$ cat src/rtl/fir_result_reader.sv
// Streams the FIR output region out of the shared sample memory over valid/ready,
// while accumulating a wrapping checksum and the peak sample magnitude.
module fir_result_reader #(
  parameter int ADDR_W = 10,
  parameter int DATA_W = 8,
  parameter int CSUM_W = 16
) (
  input  logic              clk,
  input  logic              rst,
  input  logic              start,
  input  logic [ADDR_W-1:0] base_addr,
  input  logic [ADDR_W-1:0] count,
  output logic [ADDR_W-1:0] addr_a,
  output logic              we_a,
  output logic [DATA_W-1:0] data_in_a,
  input  logic [DATA_W-1:0] data_out_a,
  output logic              sample_valid,
  input  logic              sample_ready,
  output logic [DATA_W-1:0] sample_data,
  output logic [ADDR_W-1:0] sample_index,
  output logic              busy,
  output logic              done,
  output logic [CSUM_W-1:0] checksum,
  output logic [DATA_W:0]   max_abs
);

  typedef enum logic [2:0] {IDLE, ISSUE, WAIT, PRESENT, FINISH} state_t;

  state_t            state_q, state_d;
  logic              req_q, req_d;
  logic [ADDR_W-1:0] base_q, base_d;
  logic [ADDR_W-1:0] count_q, count_d;
  logic [ADDR_W-1:0] index_q, index_d;
  logic [ADDR_W-1:0] addr_q, addr_d;
  logic [DATA_W-1:0] data_q, data_d;
  logic [CSUM_W-1:0] csum_q, csum_d;
  logic [DATA_W:0]   max_q, max_d;

  logic [ADDR_W-1:0] index_inc;
  logic [CSUM_W-1:0] sample_sext;
  logic [DATA_W:0]   sample_mag;

  assign index_inc   = index_q + ADDR_W'(1);
  assign sample_sext = {{(CSUM_W-DATA_W){data_q[DATA_W-1]}}, data_q};
  // One extra bit so that the most negative sample has a representable magnitude.
  assign sample_mag  = data_q[DATA_W-1] ? ((DATA_W+1)'(0) - {1'b1, data_q})
                                        : {1'b0, data_q};

  always_comb begin
    state_d = state_q;
    req_d   = req_q;
    base_d  = base_q;
    count_d = count_q;
    index_d = index_q;
    addr_d  = addr_q;
    data_d  = data_q;
    csum_d  = csum_q;
    max_d   = max_q;
    case (state_q)
      IDLE: begin
        // A start is captured first and launched on the following cycle, so the
        // memory address is always formed from the latched base register.
        if (req_q) begin
          req_d = 1'b0;
          if (count_q == '0) begin
            state_d = FINISH;
          end else begin
            state_d = ISSUE;
            addr_d  = base_q;
          end
        end else if (start) begin
          req_d   = 1'b1;
          base_d  = base_addr;
          count_d = count;
          index_d = '0;
          csum_d  = '0;
          max_d   = '0;
        end
      end
      ISSUE: begin
        state_d = WAIT;
      end
      WAIT: begin
        data_d  = data_out_a;
        state_d = PRESENT;
      end
      PRESENT: begin
        if (sample_ready) begin
          csum_d  = csum_q + sample_sext;
          if (sample_mag > max_q) begin
            max_d = sample_mag;
          end
          index_d = index_inc;
          if (index_inc == count_q) begin
            state_d = FINISH;
          end else begin
            // The next address goes out with the transfer so ISSUE already presents it.
            addr_d  = base_q + index_inc;
            state_d = ISSUE;
          end
        end
      end
      FINISH: begin
        state_d = IDLE;
      end
      default: begin
        state_d = IDLE;
      end
    endcase
  end

  always_ff @(posedge clk) begin
    if (rst) begin
      state_q <= IDLE;
      req_q   <= 1'b0;
      base_q  <= '0;
      count_q <= '0;
      index_q <= '0;
      addr_q  <= '0;
      data_q  <= '0;
      csum_q  <= '0;
      max_q   <= '0;
    end else begin
      state_q <= state_d;
      req_q   <= req_d;
      base_q  <= base_d;
      count_q <= count_d;
      index_q <= index_d;
      addr_q  <= addr_d;
      data_q  <= data_d;
      csum_q  <= csum_d;
      max_q   <= max_d;
    end
  end

  assign addr_a       = addr_q;
  assign we_a         = 1'b0;
  assign data_in_a    = '0;
  assign sample_valid = (state_q == PRESENT);
  assign sample_data  = data_q;
  assign sample_index = index_q;
  assign busy         = (state_q == ISSUE) || (state_q == WAIT) || (state_q == PRESENT);
  assign done         = (state_q == FINISH);
  assign checksum     = csum_q;
  assign max_abs      = max_q;

endmodule

$ cat config.mk
export PLATFORM = sky130hd
export DESIGN_NAME = fir_result_reader
export DESIGN_NICKNAME = d
export VERILOG_FILES = /design/src/rtl/fir_result_reader.sv
export SDC_FILE = /design/constraint.sdc
export NUM_CORES = 1
export LEC_CHECK = 0
export CAP_MARGIN = 10
export CORE_ASPECT_RATIO = 0.9
export CORE_UTILIZATION = 52
export DETAILED_ROUTE_END_ITERATION = 10
export GPL_ROUTABILITY_DRIVEN = 0
export PLACE_DENSITY = 0.81
export SYNTH_ARGS = -nofsm -noshare
export SYNTH_HDL_FRONTEND = slang
export SYNTH_SLANG_ARGS = --single-unit
$ cat constraint.sdc
create_clock -name clk -period 3.12 [get_ports clk]
set_input_delay 0.624 -clock clk [delete_from_list [all_inputs] [get_ports clk]]
set_output_delay 0.624 -clock clk [all_outputs]
set_load 0.03 [all_outputs]
After elaboration in Yosys (flattened, before gate mapping)
Cells that the tools add are included.
{"block": "op_classes", "addsub": 4, "multipliers": 0, "n_div": 0, "order_cmp": 1, "n_eq_ne": 12, "shifts": 0, "muxes": 26, "bitwise_logic": 1, "reduce_logical": 10}
{"operator": "10-bit 2-to-1 mux", "count": 7}
{"operator": "16-bit 2-to-1 mux", "count": 3}
{"operator": "9-bit 2-to-1 mux", "count": 5}
{"operator": "10-bit one-hot mux with 2 select lines", "count": 2}
{"operator": "16-bit one-hot mux with 2 select lines", "count": 1}
{"operator": "9-bit one-hot mux with 2 select lines", "count": 1}
{"operator": "16-bit adder", "count": 1}
{"operator": "3-bit 2-to-1 mux", "count": 4}
{"operator": "3-bit one-hot mux with 4 select lines", "count": 1}
{"operator": "10-bit by 1-bit adder with 10-bit output (second input constant)", "count": 1}
{"operator": "10-bit adder", "count": 1}
{"operator": "10-bit equality test", "count": 1}
{"operator": "10-bit logical NOT", "count": 1}
{"operator": "2-bit inequality test (second input constant)", "count": 5}
{"operator": "5-bit AND reduction", "count": 2}
{"operator": "9-bit > comparator", "count": 1}
{"operator": "1-bit by 9-bit subtractor with 9-bit output (first input constant)", "count": 1}
{"operator": "3-bit by 2-bit equality test with 1-bit output (second input constant)", "count": 2}
{"operator": "2-bit by 1-bit inequality test with 1-bit output (second input constant)", "count": 2}
{"operator": "4-bit AND reduction", "count": 1}
{"operator": "3-bit by 1-bit equality test with 1-bit output (second input constant)", "count": 1}
{"operator": "3-bit equality test (second input constant)", "count": 1}
{"operator": "3-bit logical NOT", "count": 1}
{"operator": "3-bit AND reduction", "count": 1}
{"operator": "other kinds (5)", "count": 7}
{"block": "totals", "ff_bits": 77, "latch_bits": 0, "mem_bits_rw": 0, "mem_bits_ro": 0, "inputBits": 32, "wordCells": 63, "memories": 0}

Longest topological paths before layout
{"block": "depth", "ltp_word": 6, "ltp_mapped": 14, "mapped_depth_nobuf": 13}

Worst setup path after synthesis
OpenSTA, ideal clock, no wires.
{"block": "synth_timing", "path_kind": "register to register", "start": "register data_q[7] (netlist: sample_data[7])", "end": "register max_q[1] (netlist: max_abs[1])", "setup_ns": 0.115, "arrival_ns": 2.837, "t_required_ns": 3.005, "path_slack_ns": 0.168, "stages_incl_launch_ff": 14, "path_buffers": 2, "path_cell_list": "dfxtp_1 clkbuf_1 nand2_1 o21ai_0 ha_1 nor2b_1 o21a_1 o21a_1 o211ai_1 a21oi_1 o211a_1 buf_2 o211a_1 o21ba_2"}
{"block": "synth_via", "elab_chain_len": 5, "elab_cells_between_ends": 8}
{"element": "from (decl)", "line_no": "35", "rtl": "logic [DATA_W-1:0] data_q, data_d;"}
{"element": "from (signal assigned)", "line_no": "130", "rtl": "data_q <= data_d;"}
{"element": "1-bit by 9-bit subtractor with 9-bit output", "line_no": "46", "rtl": "assign sample_mag = data_q[DATA_W-1] ? ((DATA_W+1)'(0) - {1'b1, data_q})"}
{"element": "9-bit 2-to-1 mux (*)", "line_no": "46"}
{"element": "9-bit > comparator", "line_no": "90", "rtl": "if (sample_mag > max_q) begin"}
{"element": "2-bit by 1-bit inequality test with 1-bit output (no line)"}
{"element": "5-bit AND reduction (no line)"}
{"element": "to (signal assigned)", "line_no": "132", "rtl": "max_q <= max_d;"}
{"element": "to (decl)", "line_no": "37", "rtl": "logic [DATA_W:0] max_q, max_d;"}
Mark *: on every way between the ends. The rest lies on a longest branch, timed or not. The select of a mux whose other input is x is not followed.
A chain may end at the register's enable or synchronous reset.

Worst setup path after layout
{"block": "layout_timing", "start": "register data_q[0] (netlist: sample_data[0])", "end": "register max_q[1] (netlist: max_abs[1])"}
{"block": "layout_via", "elab_chain_len": 5, "elab_cells_between_ends": 8}
{"element": "1-bit by 9-bit subtractor with 9-bit output", "line_no": "46"}
{"element": "9-bit 2-to-1 mux (*)", "line_no": "46"}
{"element": "9-bit > comparator / 9-bit 2-to-1 mux (equally long branches)", "line_no": "90"}
{"element": "2-bit by 1-bit inequality test with 1-bit output (no line) / 9-bit 2-to-1 mux (equally long branches)"}
{"element": "5-bit AND reduction (no line) / 9-bit one-hot mux with 2 select lines (equally long branches)"}
Marked as above.

==> impl_metrics.tcl <==
set metrics [dict create \
    status "finished clean" \
    grt_pass1_wl_microns 20900 \
    grt_max_degree 46 \
    cts_buffers 9 \
    synth_cell_types 59 \
    drtIter0Drc 246 \
    ant_nets 0 \
    die_w_microns 104 \
    grtUsageTotal_pct 26.6 \
    leakage_uw 0.00239 \
    synthXorXnorAreaFrac_pct 8.49 \
    clk_pin_slew_worst_paths_ps 80 \
    place_ws_ps 104 \
    worstPathCellList "inv_1 -> ha_1 -> nand2_1 -> o21ai_0 -> ha_1 -> nor2b_1 -> o21a_1 -> o21a_1 -> o211ai_1 -> a21oi_1 -> o211a_2 -> o211a_1 -> o21ba_2" \
    cp-start-kind "flip-flop" \
    utilization_pct 68.8 \
    overflow 0 \
    route.met3.wl_microns 763 \
    worstPathArrival_ps 3250 \
    cts.sinks 77 \
    cts_htree_levels 3 \
    crit_family "compound AO/OA/AOI/OAI gates" \
    skew_ps 10.2 \
    fmax_mhz 333 \
    synth_compound_area_share_pct 21.5 \
    antenna_found_initial 0 \
    worstMarginPinSlew_ps 857 \
    synth_fa_ha_area_share_pct 9.89 \
    wl_per_cell_microns 15.4 \
    total_power_uw 2700 \
    cts-root-buf "clkbuf_8" \
    setup_ws_ps 119 \
    synth_top_family_by_area "compound AO/OA/AOI/OAI gates" \
    diodes 0 \
    synth_edf_count 0 \
    clk_latency_ps 350 \
    final_common_cell "clkdlybuf4s50_1" \
    synth_cells 603 \
    clock_path_buffers 2 \
    critPathMaxFanout 10 \
    start_util_pct 54.9 \
    cts_tree "yes" \
    ys_seq_area_share_pct 31.9 \
    avgSynthCellArea_sq_um 8.02 \
    yosys_warnings 0 \
    synth-simple-area-share_pct 20.7 \
    drc_errors 0 \
    topRoutingLayerUsed "met4" \
    wl_met2_microns 5950 \
    synth_area_leaders "dfxtp_1 32%, ha_1 9.1%, a21oi_1 6.3%" \
    syn-cell-area_sq_mm 0.00483 \
    final_nets 757 \
    path_depth 13 \
    crit_slowest_cell "dfxtp_1" \
    drtPass1Iterations 5 \
    synth_top_cell_by_area "dfxtp_1" \
    die_h_microns 93.5 \
    drv_slew 0 \
    powerDensity_mw_per_mm2 445 \
    final_cell_mix "86 x clkdlybuf4s50_1, 76 x nand2_1, 76 x dfxtp_1" \
    period_needed_ps 3000 \
    drive_gt1_share_pct 8.38 \
    synth-async-reset-ratio_pct 0 \
    viasPerCell 5.71 \
    hp-class "flip-flop to flip-flop" \
    grt_pass1_vias 4509 \
    rows 32 \
    synth_ff_type "dfxtp_1" \
    min_path_cells 2 \
    wl_met1_microns 5540 \
    fin_crit_sh_pct 96.2 \
    finalSetupViolCount 0 \
    path_buf_inv 1 \
    synth_top_area_share_pct 31.9 \
    required_ps 3370 \
    core-area_sq_mm 0.00881 \
    routed_wl_microns 12500 \
    ff2ff_path_depth 13 \
    dp_hpwl_microns 9060 \
    whs_ps 475 \
    cp-end-kind "flip-flop" \
    path_class "flip-flop to flip-flop" \
    synth_mux_area_share_pct 1.45 \
    maxCapViolCount 0 \
    vias 4633 \
    dieArea_sq_mm 0.00969 \
    slew_headroom_pct 42.9 \
    ir_drop_uv 258 \
    io_pins 97 \
    io_buffers 87 \
    area_growth_pct 25.3 \
    synth_seq_cells 77 \
    hold_violations 0 \
    cp_slowest_stage_delay_ps 410 \
]
-- worst paths after layout --
check | startpoint | to | slack (ps)
hold reg to reg | max_abs[8] | max_abs[8] | 470
setup / recovery | sample_data[0] | max_abs[1] | 120
hold / removal | max_abs[8] | max_abs[8] | 470
setup reg to reg | sample_data[0] | max_abs[1] | 120
-- per-stage QoR --
step | setup TNS [ps] | area [sq um] | instances
global route | -12.6 | 6060 | 811
CTS | 0 | 6030 | 810
floorplan | 0 | 4870 | 612
detailed placement | 0 | 5820 | 795
finish | 0 | 6060 | 811
global placement | 0 | 5820 | 795
-- flip-flops by register name, summed over array words and instances (netlist names) --
register and cells:
max_abs 9, addr_a 10, req_q 1, sample_data 8, base_q 10, count_q 10
checksum 16, sample_index 10, state_q 3
-- power breakdown --
group	internal (uW)	switching [uW]	total [uW]
registers	1050	72.6	1130
clock network	467	362	829
logic	301	440	741
-- area by class of cell --
cell class | count | area [sq um]
Inverter | 23 | 86.3
Clock inverter | 4 | 72.6
Fill cell | 755 | 2750
Tap cell | 119 | 149
Clock buffer | 11 | 141
Multi-Input combinational cell | 470 | 3050
Sequential cell | 77 | 1540
Timing Repair Buffer | 107 | 1020
-- cell usage after synthesis, drive strengths merged, types with 3 or more instances --
library cell,number
xor2,12
dfxtp,77
mux2i,7
o21ba,6
nor3,24
a211oi,10
nand3b,5
nor2,62
and2,4
inv,23
nand2b,6
nand3,16
o21a,6
and3,4
xnor2,27
a311oi,4
or3,3
ha,35
clkbuf,26
buf,16
o31ai,3
a22oi,15
nor4,6
nand2,76
a21o,5
o21ai,22
a31oi,4
o21bai,5
a21oi,61
o211ai,6
-- per-layer routing --
metal	track usage [%]	vias up
met1	33.0	2184
met4	9.54	0
met5	0	-
met3	5.92	23
met2	45.5	153
li1	-	2273
-- timing repair --
item / in CTS / in global routing
setup endpoints to repair: 0 / 11
buffers inserted: 0 / 1
endpoints found under the hold margin: 0 / 0
resized for setup: 0 / 5
hold buffers: 0 / 0
-- tightest hold or removal path: stages, from the launching register on --
cell	delay, ps
dfxtp_1	320
inv_1	70
nor4_1	50
-- cell families after synthesis --
family / Yosys count
mux: 7
simple gates: 216
flops: 77
other cells: 1
xor+xnor: 42
compound gates: 158
buf+inv: 65
fa+ha+maj: 37
No activity file was read; power rests on OpenSTA's default activity.
